[config.mk]
export PLATFORM = sky130hd
export DESIGN_NAME = cmm_job_sequencer
export DESIGN_NICKNAME = d
export VERILOG_FILES = /design/src/rtl/cmm_job_sequencer.sv
export SDC_FILE = /design/constraint.sdc
export NUM_CORES = 1
export LEC_CHECK = 0
export ABC_AREA = 0
export ABC_CLOCK_PERIOD_IN_PS = 10500
export CAP_MARGIN = 20
export CORE_MARGIN = 1
export CORE_UTILIZATION = 40
export DETAILED_ROUTE_END_ITERATION = 8
export PLACE_DENSITY = 0.75
export SLEW_MARGIN = 20
export SYNTH_ARGS = -nofsm -noshare
export SYNTH_HDL_FRONTEND = slang
export SYNTH_SLANG_ARGS = --single-unit
export TNS_END_PERCENT = 30
[constraint.sdc]
create_clock -name clk_i -period 10.5 [get_ports clk_i]
set_input_delay 2.1 -clock clk_i [delete_from_list [all_inputs] [get_ports clk_i]]
set_output_delay 2.1 -clock clk_i [all_outputs]
set_load 0.05 [all_outputs]
[src/rtl/cmm_job_sequencer.sv]
// Job sequencer for a complex matrix-multiply engine: walks dot-product indices row-major,
// throttles issues by in-flight count, and registers ordered results. Optional macro: CMM_SEQ_DIM_CHECK_EN.
module cmm_job_sequencer #(
  parameter int MAX_OUT = 4,
  parameter int DIM_W   = 8
) (
  input  logic             clk_i,
  input  logic             rst_ni,
  input  logic             cmd_valid_i,
  output logic             cmd_ready_o,
  input  logic [DIM_W-1:0] cmd_rows_i,
  input  logic [DIM_W-1:0] cmd_cols_i,
  input  logic             flush_i,
  output logic             eng_in_valid_o,
  input  logic             eng_in_ready_i,
  output logic [DIM_W-1:0] eng_row_o,
  output logic [DIM_W-1:0] eng_col_o,
  input  logic             eng_out_valid_i,
  output logic             eng_out_ready_o,
  input  logic [127:0]     eng_result_i,
  output logic             res_valid_o,
  input  logic             res_ready_i,
  output logic [127:0]     res_data_o,
  output logic [DIM_W-1:0] res_row_o,
  output logic [DIM_W-1:0] res_col_o,
  output logic             res_last_o,
  output logic             busy_o,
  output logic             done_o,
  output logic             err_o,
  output logic [1:0]       state_o,
  output logic [3:0]       outstanding_o
);

  // Handshakes (cmd, eng_in, eng_out, res): a transfer occurs on a rising edge where valid and
  // ready are both high; a source keeps valid and its payload stable until that transfer.

  typedef enum logic [1:0] {
    IDLE  = 2'd0,
    ISSUE = 2'd1,
    DRAIN = 2'd2
  } state_t;

  localparam logic [3:0] MAX_OUT_L = 4'(MAX_OUT);

  state_t state, state_d;

  logic [DIM_W-1:0] rows_q, cols_q, rows_m1, cols_m1;
  logic [DIM_W-1:0] iss_row, iss_col, rcv_row, rcv_col;
  logic [3:0]       outstanding;
  logic             res_valid_q, res_last_q;
  logic [127:0]     res_data_q;
  logic [DIM_W-1:0] res_row_q, res_col_q;
  logic             done_q, done_d;
  logic             cmd_hs, cmd_zero, dims_zero;
  logic             issue_hs, issue_last, rcv_last;
  logic             eng_hs, accept, res_hs;

`ifdef CMM_SEQ_DIM_CHECK_EN
  logic err_q, err_d;
`endif

  assign rows_m1    = rows_q - DIM_W'(1);
  assign cols_m1    = cols_q - DIM_W'(1);
  assign dims_zero  = (rows_q == '0) || (cols_q == '0);

  assign cmd_ready_o = (state == IDLE);
  assign cmd_hs      = cmd_valid_i && cmd_ready_o && !flush_i;
  assign cmd_zero    = (cmd_rows_i == '0) || (cmd_cols_i == '0);

  assign eng_in_valid_o = (state == ISSUE) && (outstanding < MAX_OUT_L);
  assign issue_hs       = eng_in_valid_o && eng_in_ready_i;
  assign issue_last     = (iss_row == rows_m1) && (iss_col == cols_m1);
  assign rcv_last       = (rcv_row == rows_m1) && (rcv_col == cols_m1);

  // IDLE always sinks engine results so stragglers from an aborted job drain away.
  assign eng_out_ready_o = (state == IDLE) || !res_valid_q || res_ready_i;
  assign eng_hs          = eng_out_valid_i && eng_out_ready_o;
  assign accept          = eng_hs && (state != IDLE) && !flush_i;
  assign res_hs          = res_valid_q && res_ready_i;

  always_comb begin
    state_d = state;
    done_d  = 1'b0;
`ifdef CMM_SEQ_DIM_CHECK_EN
    err_d   = 1'b0;
`endif
    if (flush_i) begin
      state_d = IDLE;
    end else begin
      unique case (state)
        IDLE: begin
          if (cmd_hs) begin
            if (cmd_zero) begin
`ifdef CMM_SEQ_DIM_CHECK_EN
              err_d = 1'b1;
`else
              state_d = DRAIN;
`endif
            end else begin
              state_d = ISSUE;
            end
          end
        end
        ISSUE: begin
          if (issue_hs && issue_last) state_d = DRAIN;
        end
        DRAIN: begin
          if (dims_zero || (res_hs && res_last_q)) begin
            state_d = IDLE;
            done_d  = 1'b1;
          end
        end
        default: state_d = IDLE;
      endcase
    end
  end

  always_ff @(posedge clk_i or negedge rst_ni) begin
    if (!rst_ni) begin
      state  <= IDLE;
      done_q <= 1'b0;
    end else begin
      state  <= state_d;
      done_q <= done_d;
    end
  end

`ifdef CMM_SEQ_DIM_CHECK_EN
  always_ff @(posedge clk_i or negedge rst_ni) begin
    if (!rst_ni) err_q <= 1'b0;
    else         err_q <= err_d;
  end
  assign err_o = err_q;
`else
  assign err_o = 1'b0;
`endif

  // Issue and result counters both saturate on the final coordinate.
  always_ff @(posedge clk_i or negedge rst_ni) begin
    if (!rst_ni) begin
      rows_q      <= '0;
      cols_q      <= '0;
      iss_row     <= '0;
      iss_col     <= '0;
      rcv_row     <= '0;
      rcv_col     <= '0;
      outstanding <= '0;
    end else if (flush_i) begin
      iss_row     <= '0;
      iss_col     <= '0;
      rcv_row     <= '0;
      rcv_col     <= '0;
      outstanding <= '0;
    end else if (cmd_hs) begin
      rows_q      <= cmd_rows_i;
      cols_q      <= cmd_cols_i;
      iss_row     <= '0;
      iss_col     <= '0;
      rcv_row     <= '0;
      rcv_col     <= '0;
      outstanding <= '0;
    end else begin
      if (issue_hs && !issue_last) begin
        if (iss_col == cols_m1) begin
          iss_col <= '0;
          iss_row <= iss_row + DIM_W'(1);
        end else begin
          iss_col <= iss_col + DIM_W'(1);
        end
      end
      if (accept && !rcv_last) begin
        if (rcv_col == cols_m1) begin
          rcv_col <= '0;
          rcv_row <= rcv_row + DIM_W'(1);
        end else begin
          rcv_col <= rcv_col + DIM_W'(1);
        end
      end
      unique case ({issue_hs, accept})
        2'b10: if (outstanding < MAX_OUT_L) outstanding <= outstanding + 4'd1;
        2'b01: if (outstanding != 4'd0)     outstanding <= outstanding - 4'd1;
        default: ;
      endcase
    end
  end

  always_ff @(posedge clk_i or negedge rst_ni) begin
    if (!rst_ni) begin
      res_valid_q <= 1'b0;
      res_last_q  <= 1'b0;
      res_data_q  <= '0;
      res_row_q   <= '0;
      res_col_q   <= '0;
    end else if (flush_i) begin
      res_valid_q <= 1'b0;
      res_last_q  <= 1'b0;
    end else if (accept) begin
      res_valid_q <= 1'b1;
      res_last_q  <= rcv_last;
      res_data_q  <= eng_result_i;
      res_row_q   <= rcv_row;
      res_col_q   <= rcv_col;
    end else if (res_hs) begin
      res_valid_q <= 1'b0;
      res_last_q  <= 1'b0;
    end
  end

  assign eng_row_o     = iss_row;
  assign eng_col_o     = iss_col;
  assign res_valid_o   = res_valid_q;
  assign res_data_o    = res_data_q;
  assign res_row_o     = res_row_q;
  assign res_col_o     = res_col_q;
  assign res_last_o    = res_last_q;
  assign busy_o        = (state != IDLE);
  assign done_o        = done_q;
  assign state_o       = state;
  assign outstanding_o = outstanding;

endmodule

# After elaboration in Yosys (flattened, before gate mapping)

Cells that the tools add are included.

Bitwise logic cells: 1
Divide/modulo/power cells: 0
Reductions and logical operators: 42
$add $sub $neg: 8
$lt $le $gt $ge: 1
Shifts and indexed selects: 0
Eq/ne operators: 13
Multiply operators: 0
Muxes and demuxes: 35

Operators with widths:

| kind                  | count |
|---|---|
| $mux W8               | 16 |
| $add A8 B1 Y8 const B | 4 |
| $eq A8 B8 Y1          | 4 |
| $logic_not A8 Y1      | 4 |
| $mux W4               | 4 |
| $sub A8 B1 Y8 const B | 2 |
| $reduce_bool A3 Y1    | 5 |
| $logic_and A1 B1 Y1   | 14 |
| $mux W2               | 5 |
| $mux W1               | 8 |
| $ne A4 B4 Y1 const B  | 2 |
| $pmux W4 S2           | 1 |
| $reduce_and A2 Y1     | 4 |
| $reduce_bool A4 Y1    | 2 |
| $pmux W2 S3           | 1 |
| $reduce_and A3 Y1     | 2 |
| $logic_or A1 B1 Y1    | 5 |
| $add A4 B1 Y4 const B | 1 |
| $eq A2 B1 Y1 const B  | 2 |
| $eq A2 B2 Y1 const B  | 2 |
| $logic_not A1 Y1      | 4 |
| $lt A4 B3 Y1 const B  | 1 |
| $sub A4 B1 Y4 const B | 1 |
| $ne A3 B1 Y1 const B  | 1 |
| other kinds (5)       | 5 |

Memory bits (read-only): 0
Bits in registers: 201
RAM bits: 0
Output and inout port bits: 174
Word-level logic and storage cells: 114
Latch bits: 0
Memories kept: 0
Input port bits: 151

# Logic depth before layout (Yosys ltp)

Word-level depth: 10
Depth in mapped cells: 15
Mapped depth without buffers: 13

# Least setup slack after synthesis

No wires, ideal clock.

Path kind: input to output
Start point: input port res_ready_i
End point: output port eng_out_ready_o
Path slack: 5.749 ns
Stages on the path: 2
Arrival time: 2.651 ns
Required time: 8.400 ns
Cell sequence: nand2b_1 > nand2b_1

Cells in the longest elaborated chain, start to end: 1

Ends and longest elaborated chain:

| item               | RTL line | RTL |
|---|---|---|
| from (decl)        | 22       | `input logic res_ready_i,` |
| $logic_or A1 B1 Y1 | 76       | `assign eng_out_ready_o = (state == IDLE) \|\| !res_valid_q \|\| res_ready_i;` |
| to (decl)          | 19       | `output logic eng_out_ready_o,` |

Every way passes these cells.

# Worst setup path after layout

Ends and elaborated chain as after synthesis.

==> run metrics <==
result of the run=finished clean; detailed route wirelength on metal3=1.72 mm; total gr overflow=0; beginning of the critical path=res_ready_i; DR vias=just over 8000; maximum vdd ir drop=approximately 0.17 mV; top routing layer used=met4; Crit. End Element=output port; total routing resource utilization after global routing=between 20% and 30%; number of distinct library cells after synthesis=59; kind of start point of the critical path=primary input; vias in the first global route=approximately 8000; horizontal extent of the die=between 150 and 200 um; total count of hold-check failures in the final report=0; unrepaired setup endpoints after global routing=false; critical path required time=roughly 8.4 ns; top cell type by total area after synthesis=dfrtp_1; total number of nets in the final design=1497; count of final max-slew check failures=0; # DRC=0; type of the worst setup path=in2out; worst slack at placement=roughly 4.7 ns; Async S/R FF share, synth=100%; worst slew pin tran=about 1 ns; Final Wtd Congestion=approximately 0.85; syn nets=1200; Total Die Area=0.0236 sq mm; worst skew pair latency=0.50 ns; dominant register cell in the synthesized netlist=dfrtp_1; met2 layer wire length in the routed design=12.4 mm; Post-synth EDFFs=0; area occupied by registers=0.00503 sq mm; Top Ports=325; residual antenna-violating net count after detailed routing=0; placeable core region=0.0226 sq mm; sequential-to-total area share from yosys stat=a little over half; post-layout minimum cycle time=5.76 ns; Finish-stage setup viols=0; clock transition at the register clock pins on the worst setup and hold paths after CTS=0.05 ns; Avg Synthesized Cell Area=around 8.9 sq um; area of placed instances=~0.013 sq mm; cell area after synthesis=~0.0092 sq mm; register bit count reported by yosys=201; PwrDens=approximately 250 mW/mm^2; Port Buffers=323; Relative slew margins=31.4%; number of setup buffers added after CTS=0; Total Routed Length=26.0 mm; startpoint of the lowest-slack register-to-register path=state_o[0]; TritonCTS clock tree=built; proportion of layout cells with a drive suffix above 1=~5.4%; number of buffers created by CTS=23; final setup skew=between 0.015 and 0.02 ns; detailed-route vias per instance=4.98; cell leakage power=6.12 nW; PnR worst setup slack=approximately 4.7 ns; initial antenna violation count=0; post-route cell area=around 0.013 sq mm; Period Utilization, post-route=roughly 55%; Initial DRT Pass Iterations=4; number of buffers on the longest clock path=3; drt initial violations=500; worst min-delay path class=reg2reg; Hold-fix buffers, CTS=0; cts repair resizes=0; post-synth top area share=around 55%; Hold Slack=around 0.47 ns; leading cell type in the layout, fill and taps excluded=nand2_1; Post-DP HPWL=between 15 and 20 mm; Placement Rows=55; warnings from Yosys=0; Mapped Cells=~1000; sink count of the clock tree=about 200; n_diodes=0; pin count of the biggest net entering global routing=100; initial core utilization=about two fifths; first-pass GRT wire length=~42 mm; CTS H-tree lvls=1; worst-path maximum fanout=3; layout overhead on the synthesized area=45.2%; Max Cap Violations=0; total negative slack=0 ns; area taken by multi-input logic gates=a little under 0.004 sq mm; ranking of synthesized cells by area=dfrtp_1 (55%), nand2_1 (19%), xnor2_1 (2.7%); highest clock rate=between 0.15 and 0.2 GHz; height of the chip=between 150 and 200 um; arrival time at the worst endpoint=roughly 3.7 ns; startpoint of the worst hold path=res_data_o[44]; average wire per standard cell=about 16 um; leading cell types in the layout, fill and taps excluded=nand2_1 (472), clkdlybuf4s50_1 (322), dfrtp_1 (201); CTS root buf=clkbuf_16; number of fill cells=between 1500 and 2000; Routed met1 length=around 11 mm
## flip-flops by register name, indices dropped and copies added (netlist names)
| signal | cells |
|---|---|
| outstanding_o | 4 |
| res_row_o | 8 |
| rcv_col | 8 |
| rcv_row | 8 |
| rows_q | 8 |
| done_o | 1 |
| state_o | 2 |
| res_col_o | 8 |
| cols_q | 8 |
| res_data_o | 128 |
| eng_row_o | 8 |
| eng_col_o | 8 |
| res_valid_o | 1 |
| res_last_o | 1 |
## worst max-delay path, stage by stage
cell and delay (ns):
clkdlybuf4s50_1 0.50, nand2b_1 0.16, nand2b_1 0.11, clkdlybuf4s50_1 0.79
## per-layer routing
metal,global-route usage (%),vias to the layer above
li1,-,3970
met3,5.93,69
met1,28.1,3836
met5,0,-
met2,35.9,246
met4,9.00,0
## cell type report
cell class              instances  area share, %
inverters                      14          0.413
multi-input cells             764           29.1
repair buffers                329           24.6
well taps                     285           2.68
clock inverters                 7          0.488
flip-flops and latches        201           37.7
clock buffers                  31           4.92
## cell families (layout without fill, tap and decap cells)
logic type / Yosys count / after routing / share of synthesized area (%)
compound gates: 101 / 101 / 6.99
xor+xnor: 42 / 42 / 4.31
fa+ha+maj: 13 / 13 / 1.85
buf+inv: 71 / 381 / 3.01
flops: 201 / 201 / 54.8
mux: 15 / 15 / 1.80
other cells: 1 / 1 / 0.0409
simple gates: 592 / 592 / 27.2
## metrics by stage
step / total power, mW / instances / utilization [%]
after floorplan: 2.04 / 1036 / -
after detailed placement: 2.58 / 1593 / 55.8
after CTS: 3.38 / 1631 / 59.0
after global routing: 3.50 / 1631 / 59.0
after global placement: 2.56 / 1593 / 55.8
final: 3.35 / 1631 / 59.0
## Yosys cell counts (all sizes together), types with 5 or more instances
library cell,number
nand2,472
xor2,12
or2,7
or4,11
mux2,12
and2,5
ha,12
o31ai,9
o21ai,27
nand3,26
clkbuf,52
nor4,8
xnor2,28
inv,13
dfrtp,201
or3,9
a21oi,27
nor3,9
buf,5
nor2,20
## report_power, final
| part | switching [mW] | internal, mW | total [mW] |
|---|---|---|---|
| clock network | 0.314 | 0.458 | 0.772 |
| registers | 0.134 | 0.971 | 1.10 |
| logic | 0.975 | 0.494 | 1.47 |
## final timing paths
check,endpoint,slack (ns),cells after the start
max,eng_out_ready_o,4.74,4
min,res_data_o[44],0.47,2
max reg2reg,outstanding_o[3],6.76,13
min reg2reg,res_data_o[44],0.47,2
max in group asynchronous,res_data_o[22],7.52,2
min in group asynchronous,res_data_o[66],1.62,1
Note: power is estimated with default switching activity, not from simulation.
